--- config.mk ---
export PLATFORM = sky130hd
export DESIGN_NAME = pipe_skid_reg
export DESIGN_NICKNAME = d
export VERILOG_FILES = /design/src/rtl/pipe_pkg.sv /design/src/rtl/pipe_data_reg.sv /design/src/rtl/pipe_skid_reg.sv
export SDC_FILE = /design/constraint.sdc
export NUM_CORES = 1
export LEC_CHECK = 0
export ABC_AREA = 1
export BUFFER_PORTS_ARGS = -buffer_cell sky130_fd_sc_hd__buf_2
export CAP_MARGIN = 20
export CORE_ASPECT_RATIO = 2
export CORE_MARGIN = 2
export CORE_UTILIZATION = 40
export DETAILED_ROUTE_END_ITERATION = 10
export PLACE_DENSITY = 0.67
export SLEW_MARGIN = 20
export SYNTH_ARGS = -nofsm -noshare
export SYNTH_HDL_FRONTEND = slang
export SYNTH_SLANG_ARGS = --single-unit
export TNS_END_PERCENT = 10
--- constraint.sdc ---
create_clock -name clk_i -period 1.5 [get_ports clk_i]
set_input_delay 0.075 -clock clk_i [delete_from_list [all_inputs] [get_ports clk_i]]
set_output_delay 0.075 -clock clk_i [all_outputs]
set_load 0.005 [all_outputs]
--- src/rtl/pipe_pkg.sv ---
// ---------------------------------------------------------------------------
// pipe_pkg
//   Shared types and constants for the skid-buffered pipeline register.
//   - pipe_state_e : occupancy state (EMPTY / BUSY / FULL)
//   - pipe_count_t : 2-bit count of held payloads (0..2)
//   - SIZE_DEFAULT : default payload width
// ---------------------------------------------------------------------------
package pipe_pkg;

   localparam int SIZE_DEFAULT = 32;

   typedef enum logic [1:0] {
      EMPTY = 2'd0,   // nothing held
      BUSY  = 2'd1,   // main register holds a payload
      FULL  = 2'd2    // main and skid registers both hold payloads
   } pipe_state_e;

   typedef logic [1:0] pipe_count_t;

endpackage : pipe_pkg

--- src/rtl/pipe_data_reg.sv ---
// ---------------------------------------------------------------------------
// pipe_data_reg
//   SIZE-wide storage register, loaded when en_i is high, cleared to zero by
//   asynchronous active-low reset.
//   Ports:
//     clk_i  : clock, rising edge
//     rst_i  : asynchronous active-low reset
//     en_i   : load enable
//     d_i    : value loaded when en_i=1
//     q_o    : stored value
// ---------------------------------------------------------------------------
module pipe_data_reg #(
   parameter int SIZE = 32
) (
   input  logic            clk_i,
   input  logic            rst_i,
   input  logic            en_i,
   input  logic [SIZE-1:0] d_i,
   output logic [SIZE-1:0] q_o
);

   logic [SIZE-1:0] data_d;
   logic [SIZE-1:0] data_q;

   always_comb begin
      data_d = data_q;
      if (en_i) begin
         data_d = d_i;
      end
   end

   always_ff @(posedge clk_i or negedge rst_i) begin
      if (!rst_i) begin
         data_q <= '0;
      end else begin
         data_q <= data_d;
      end
   end

   assign q_o = data_q;

endmodule : pipe_data_reg

--- src/rtl/pipe_skid_reg.sv ---
// ---------------------------------------------------------------------------
// pipe_skid_reg
//   Pipeline register stage with one skid entry. in_ready_o is registered so
//   there is no combinational path from out_ready_i back to in_ready_o; the
//   skid register absorbs the one payload that can arrive in the cycle the
//   downstream stalls.
//
//   Handshake: a transfer happens on a rising edge where valid and ready are
//   both high. A producer holds valid and data stable until accepted.
//
//   Optional feature (macro PIPE_SKID_FLUSH_EN): adds flush_i, a synchronous
//   flush that empties the stage and drops any same-cycle input. Without the
//   macro the port is absent and the stage behaves as if flush_i were 0.
//
//   Ports:
//     clk_i        : clock, rising edge
//     rst_i        : asynchronous active-low reset
//     in_valid_i   : upstream payload valid
//     in_data_i    : upstream payload
//     in_ready_o   : stage can accept (registered)
//     out_valid_o  : stage holds a payload
//     out_data_o   : payload to downstream (main register)
//     out_ready_i  : downstream accepts
//     flush_i      : synchronous flush (PIPE_SKID_FLUSH_EN only)
//     count_o      : number of held payloads, 0..2
//     dbg_state_o  : current occupancy state, for observation
// ---------------------------------------------------------------------------
module pipe_skid_reg
   import pipe_pkg::*;
#(
   parameter int SIZE = SIZE_DEFAULT
) (
   input  logic            clk_i,
   input  logic            rst_i,
   input  logic            in_valid_i,
   input  logic [SIZE-1:0] in_data_i,
   output logic            in_ready_o,
   output logic            out_valid_o,
   output logic [SIZE-1:0] out_data_o,
   input  logic            out_ready_i,
`ifdef PIPE_SKID_FLUSH_EN
   input  logic            flush_i,
`endif
   output pipe_count_t     count_o,
   output pipe_state_e     dbg_state_o
);

   pipe_state_e     state_d, state_q;
   logic            in_ready_d, in_ready_q;
   logic            flush;
   logic            in_xfer, out_xfer;
   logic            main_en, skid_en;
   logic [SIZE-1:0] main_d, main_q, skid_q;

`ifdef PIPE_SKID_FLUSH_EN
   assign flush = flush_i;
`else
   assign flush = 1'b0;
`endif

   assign in_xfer  = in_valid_i & in_ready_q;
   assign out_xfer = out_valid_o & out_ready_i;

   // Draining FULL moves the skid entry forward; otherwise main loads input.
   assign main_d = (state_q == FULL) ? skid_q : in_data_i;

   // State register
   always_ff @(posedge clk_i or negedge rst_i) begin
      if (!rst_i) begin
         state_q    <= EMPTY;
         in_ready_q <= 1'b1;
      end else begin
         state_q    <= state_d;
         in_ready_q <= in_ready_d;
      end
   end

   // Next state and register load enables
   always_comb begin
      state_d = state_q;
      main_en = 1'b0;
      skid_en = 1'b0;
      case (state_q)
         EMPTY: begin
            if (in_xfer) begin
               state_d = BUSY;
               main_en = 1'b1;
            end
         end
         BUSY: begin
            if (in_xfer && out_xfer) begin
               main_en = 1'b1;
            end else if (in_xfer) begin
               state_d = FULL;
               skid_en = 1'b1;
            end else if (out_xfer) begin
               state_d = EMPTY;
            end
         end
         FULL: begin
            if (out_xfer) begin
               state_d = BUSY;
               main_en = 1'b1;
            end
         end
         default: begin
            state_d = EMPTY;
         end
      endcase
      // Flush wins over everything; data registers keep their contents.
      if (flush) begin
         state_d = EMPTY;
         main_en = 1'b0;
         skid_en = 1'b0;
      end
   end

   // Ready is derived from the next state so it can be registered.
   always_comb begin
      in_ready_d = (state_d != FULL);
   end

   // Outputs
   always_comb begin
      out_valid_o = (state_q != EMPTY);
      dbg_state_o = state_q;
      case (state_q)
         BUSY:    count_o = 2'd1;
         FULL:    count_o = 2'd2;
         default: count_o = 2'd0;
      endcase
   end

   assign in_ready_o = in_ready_q;
   assign out_data_o = main_q;

   pipe_data_reg #(.SIZE(SIZE)) u_main_reg (
      .clk_i (clk_i),
      .rst_i (rst_i),
      .en_i  (main_en),
      .d_i   (main_d),
      .q_o   (main_q)
   );

   pipe_data_reg #(.SIZE(SIZE)) u_skid_reg (
      .clk_i (clk_i),
      .rst_i (rst_i),
      .en_i  (skid_en),
      .d_i   (in_data_i),
      .q_o   (skid_q)
   );

endmodule : pipe_skid_reg

==> results of run 1 <==
routing by layer:
layer	vias to the layer above	track usage, %	wire, um
met5	-	0	0
met4	0	8.52	180
met3	14	4.98	281
met2	55	31.2	3700
met1	1239	20.4	2860
li1	1374	-	-
state kept, by name, indices dropped and copies added (netlist names):
register	cells
dbg_state_o	2
in_ready_o	1
u_main_reg.q_o	32
u_skid_reg.q_o	32
cell usage in the layout, fill, tap and decap left out, types with 2 or more instances in the layout:
cell type,synthesis,final
buf_12,0,4
buf_2,6,73
buf_4,6,7
clkbuf_1,1,4
clkbuf_16,0,9
clkbuf_8,0,2
dfrtp_1,66,65
dlygate4sd3_1,0,19
inv_1,34,34
inv_2,3,3
nand2_1,231,231
nor2_1,2,2
o21ai_0,11,11
o21ai_1,5,5
o21ai_2,17,17
logic make-up after synthesis:
family          count (synthesis)
compound gates                 33
buf+inv                        56
simple gates                  239
flops                          67
how the worst max path moves through the flow:
stage	end	slack, ns	from
floorplan	u_skid_reg.q_o[10]	0.23	in_ready_o
global placement	u_main_reg.q_o[13]	0.11	dbg_state_o[0]
detailed placement	u_main_reg.q_o[17]	0.12	dbg_state_o[0]
CTS	count_o[1]	0.01	dbg_state_o[0]
global route	count_o[1]	0.009	dbg_state_o[0]
finish	count_o[1]	0.08	dbg_state_o[0]
worst max-delay path: stages (launching register included):
cell	delay, ns
dfrtp_1	0.40
inv_2	0.10
nand2_4	0.11
inv_2	0.11
buf_12	0.16
buf_2	0.13
layout make-up:
type                            count  area [sq um]
Multi-Input combinational cell    272          1150
Tap cell                           94           118
Sequential cell                    67          1680
Clock inverter                      1          7.51
Fill cell                         730          3490
Clock buffer                       15           268
Inverter                           37           139
Timing Repair Buffer              103           688
metrics by stage:
stage                     worst slack (ns)  util [%]  cells  total power (W)  instance area, sq um
after floorplan                      0.233         -    395          0.00463                  3110
after global placement               0.114      47.2    553          0.00550                  3560
after detailed placement             0.123      47.2    553          0.00558                  3560
after CTS                           0.0125      53.5    588          0.00760                  4040
after global routing               0.00910      53.7    589          0.00812                  4050
final                               0.0825      53.7    589          0.00752                  4050
timing repair:
item,in CTS,in global routing
pin swaps,0,0
hold buffers,19,0
gates resized for setup,3,2
buffers inserted,0,1
hold endpoints to repair,34,0
endpoints found under the setup margin,1,1
where the power goes:
| part | internal (W) | switching, W |
|---|---|---|
| Combinational | 0.00109 | 0.00139 |
| Clock | 0.00121 | 0.000719 |
| Sequential | 0.00266 | 0.000451 |
==> out/results.txt, run 1 <==
post-synthesis simple-gate area fraction = 29.6%
Arr. time, crit path = 1.34 ns
antenna cells = 0
Final min period = 1.42 ns
Die X = 66.4 um
first-pass GRT wire length = 11500 um
All-Layer GR Usage = 18.2%
Achievable Freq = 0.705 GHz
RD Place Congestion = 0.787
Ports = 74
clk sinks = 67
1st-pass router iterations = 4
number of synthesized flops with an enable pin = 0
DRC marker count from the first detailed-route iteration = 167
Worst setup EP type = output pin
Setup Total Neg Slack = 0 ns
worst hold path class = input pin to flop
multiplexer area fraction after synthesis = 0%
setup slack, reg-to-reg = 0.15 ns
Slew headroom = 69.5%
port bufs = 73
cell area after synthesis = 3110 sq um
Hold Startpoint = in_data_i[17]
Worst Skew = 0.00728 ns
RSZ-0062 raised after global routing = no
Max Cap Violations = 0
Least-Margin Pin Slew = 0.457 ns
WL final = 7030 um
Area Overhead vs Synth = 30.2%
#FFs+latches synth = 67
Reg clk slew, reported paths = 0.05 ns
Initial Util = 41.3%
Hold Path Sink = u_skid_reg.q_o[17]
worst r2r src = in_ready_o
dominant cells by area after synthesis = dfrtp_1, nand2_1, o21ai_2
Die Y = 129 um
residual DRC count = 0
fin crit share = 94.5%
final setup vio count = 0
leakage power = 2.35 nW
CP Max Fanout = 21
XOR/XNOR Fraction of Synth Area = 0%
total grt overflow = 0
Yosys top cell by area = dfrtp_1
Final Net Count = 526
Mapped Cells = 395
Site Rows = 45
HPWL after DPL = 4760 um
DR vias = 2682
Post-DRT Antenna Nets = 0
YS warnings = 0
die area = 8550 sq um
count leader, synth = nand2_1
post-synthesis net count = 431
main combinational cell family by area after synthesis = simple AND/OR/NAND/NOR gates
wire per inst = 11.9 um
hold depth = 3
Root Driver = clkbuf_16
initial antenna violation count = 0
WHS = 0.00929 ns
Final Hold Viols = 0
final slew viol count = 0
vias per cell = 4.55
Power Density = 1850 nW/um^2
adder-cell area share of the yosys netlist = 0%
largest net degree at the start of global routing = 66
Synth Area in Compound Gates = 7.36%
Core Box Area = 7540 sq um
Synth cell types = 19
CTS tree = yes
Reg2Reg Depth = 5
H-tree depth = 3
Post-synth top cells = nand2_1, dfrtp_1, inv_1
crit path kind = flop to output pin
Synth top area share = 53.1%
clk_lat worst skew = 0.33 ns
syn_area_per_cell = 7.88 sq um
Post-synth ARST share = 100%
Startpoint Class = flop
Longest Clk Path Bufs = 2
ys flop type = dfrtp_1
peak supply drop = 0.990 mV
outcome = completed
TritonCTS buffer count = 9
vias in the first global route = 2507
share of post-route cells with drive strength above 1 = 24.6%
Crit Reg-Reg Endpoint = u_skid_reg.q_o[2]
CP required = 1.42 ns
sequential share of the synthesized area = 53.9%
(Power assumes the default switching activity.)
==> inputs of run 2 (changes only) <==
RECOVER_POWER = 50   (was not set)
==> out/results.txt, run 2 (synthesis results as in run 1) <==
Worst Skew = 0.00741 ns (was 0.00728 ns)
Flop pwr share = 41.5% (was 41.4%)
H-tree depth = 3 (unchanged)
Hold Startpoint = in_data_i[17] (unchanged)
antenna cells = 0 (unchanged)
Max Cap Violations = 0 (unchanged)
CP Max Fanout = 21 (unchanged)
fin crit share = 94.4% (was 94.5%)
Slew headroom = 26.0% (was 69.5%)
outcome = completed (unchanged)
TritonCTS buffer count = 9 (unchanged)
Startpoint Class = flop (unchanged)
CP peak stage delay = 0.40 ns (about the same)
Area Overhead vs Synth = 29.9% (was 30.2%)
total grt overflow = 0 (unchanged)
P_sw = 0.00257 W (was 0.00256 W)
RD Place Congestion = 0.787 (unchanged)
combinational power share = 32.7% (was 33.0%)
Power Density = 1860 nW/um^2 (was 1850 nW/um^2)
setup slack, reg-to-reg = 0.15 ns (about the same)
final slew viol count = 0 (unchanged)
1st-pass router iterations = 5 (was 4)
first-pass GRT wire length = 11500 um (unchanged)
DP Cell Count = 553 (unchanged)
commonest non-fill, non-tap cell in the layout = nand2_1 (unchanged)
Arr. time, crit path = 1.34 ns (about the same)
initial antenna violation count = 0 (unchanged)
Core Box Area = 7540 sq um (unchanged)
commonest non-fill, non-tap cells in the layout = nand2_1, dfrtp_1, buf_2 (was nand2_1, buf_2, dfrtp_1)
Crit path depth = 5 (unchanged)
Post-DRT Antenna Nets = 0 (unchanged)
clock share of power = 25.7% (about the same)
Reg2Reg Depth = 5 (unchanged)
Final Net Count = 526 (unchanged)
All-Layer GR Usage = 18.2% (unchanged)
CP max-delay cell = dfrtp_1 (unchanged)
end of the critical path = count_o[1] (unchanged)
CTS tree = yes (unchanged)
crit path kind = flop to output pin (unchanged)
internal power = 0.00493 W (was 0.00496 W)
Setup Total Neg Slack = 0 ns (unchanged)
Worst Setup SP = dbg_state_o[0] (unchanged)
Reg clk slew, reported paths = 0.05 ns (about the same)
Fill cells = 731 (was 730)
clk_lat worst skew = 0.33 ns (about the same)
DRC marker count from the first detailed-route iteration = 157 (was 167)
vias in the first global route = 2507 (unchanged)
peak supply drop = 0.992 mV (was 0.990 mV)
Die Y = 129 um (unchanged)
Initial Util = 41.3% (unchanged)
Ports = 74 (unchanged)
clk sinks = 67 (unchanged)
Root Driver = clkbuf_16 (unchanged)
Buffers & Inverters on Critical Path = 4 (unchanged)
CP required = 1.42 ns (about the same)
Multi-input gate area = 1150 sq um (unchanged)
vias per cell = 4.56 (was 4.55)
Final min period = 1.42 ns (about the same)
Longest Clk Path Bufs = 2 (unchanged)
HPWL after DPL = 4760 um (unchanged)
Die X = 66.4 um (unchanged)
Least-Margin Pin Slew = 1.11 ns (was 0.457 ns)
WL final = 7040 um (was 7030 um)
Site Rows = 45 (unchanged)
wire per inst = 11.9 um (about the same)
worst r2r src = in_ready_o (unchanged)
DR vias = 2687 (was 2682)
CP most frequent cell = inv_2 (unchanged)
Reg area = 1680 sq um (unchanged)
largest net degree at the start of global routing = 66 (unchanged)
Final Hold Viols = 0 (unchanged)
port bufs = 73 (unchanged)
critical path's top delay family = buffers and inverters (unchanged)
die area = 8550 sq um (unchanged)
leakage power = 2.32 nW (was 2.35 nW)
sw frac = 34.3% (was 34.1%)
share of post-route cells with drive strength above 1 = 22.8% (was 24.6%)
worst path cell trace = inv_2, nand2_4, inv_2, buf_12, buf_2 (unchanged)
Crit Reg-Reg Endpoint = u_skid_reg.q_o[2] (unchanged)
final setup vio count = 0 (unchanged)
RSZ-0062 raised after global routing = no (unchanged)
worst hold path class = input pin to flop (unchanged)
Worst setup EP type = output pin (unchanged)
Achievable Freq = 0.706 GHz (was 0.705 GHz)
Final Non-Filler Cells = 589 (unchanged)
residual DRC count = 0 (unchanged)
run 2: power groups by stage:
stage | logic [W] | registers (W) | clock network (W)
6_report | 0.00246 | 0.00311 | 0.00193
5_1_grt | 0.00281 | 0.00323 | 0.00205
4_1_cts | 0.00250 | 0.00312 | 0.00198
3_5_place_dp | 0.00244 | 0.00314 | 0
3_3_place_gp | 0.00239 | 0.00311 | 0
2_1_floorplan | 0.00152 | 0.00311 | 0
run 2: area by class of cell:
type / instances / area share, %
Tap cell: 94 / 2.91
Timing Repair Buffer: 103 / 16.7
Multi-Input combinational cell: 272 / 28.6
Clock inverter: 1 / 0.186
Inverter: 37 / 3.44
Sequential cell: 67 / 41.5
Clock buffer: 15 / 6.62
run 2: worst min-delay path, stage by stage:
cell,delay [ns]
buf_2,0.11
inv_1,0.05
o21ai_1,0.06
run 2: routing by layer:
layer	vias to the layer above	wire [um]	global-route usage (%)	share of wire, %
met5	-	0	0	0
met4	0	182	8.52	2.6
met3	14	294	4.98	4.2
met2	62	3670	31.2	52
met1	1238	2890	20.4	41
li1	1373	-	-	-
run 2: worst min path at each step:
stage | end | slack [ns] | cells after the start
floorplan | dbg_state_o[0] | -0.22 | 0
global placement | u_skid_reg.q_o[10] | 0.05 | 1
detailed placement | u_skid_reg.q_o[10] | 0.06 | 1
CTS | u_skid_reg.q_o[14] | 0.002 | 3
global route | u_skid_reg.q_o[19] | 0.005 | 3
finish | u_skid_reg.q_o[17] | 0.008 | 3
run 2: metrics by stage:
stage	total power (W)	hold WS [ns]	util (%)	setup slack (ns)	instance area, sq um
after floorplan	0.00463	-0.221	-	0.233	3110
after global placement	0.00550	0.0478	47.2	0.114	3560
after detailed placement	0.00558	0.0559	47.2	0.123	3560
after CTS	0.00760	0.00235	53.5	0.0125	4040
after global routing	0.00809	0.00463	53.6	0.00768	4040
final	0.00750	0.00840	53.6	0.0843	4040
run 2: repair_timing:
| action | CTS | global route |
|---|---|---|
| endpoints found under the hold margin | 34 | 0 |
| setup buffers | 0 | 1 |
| resized for setup | 3 | 2 |
| endpoints found under the setup margin | 1 | 1 |
| hold buffers | 19 | 0 |
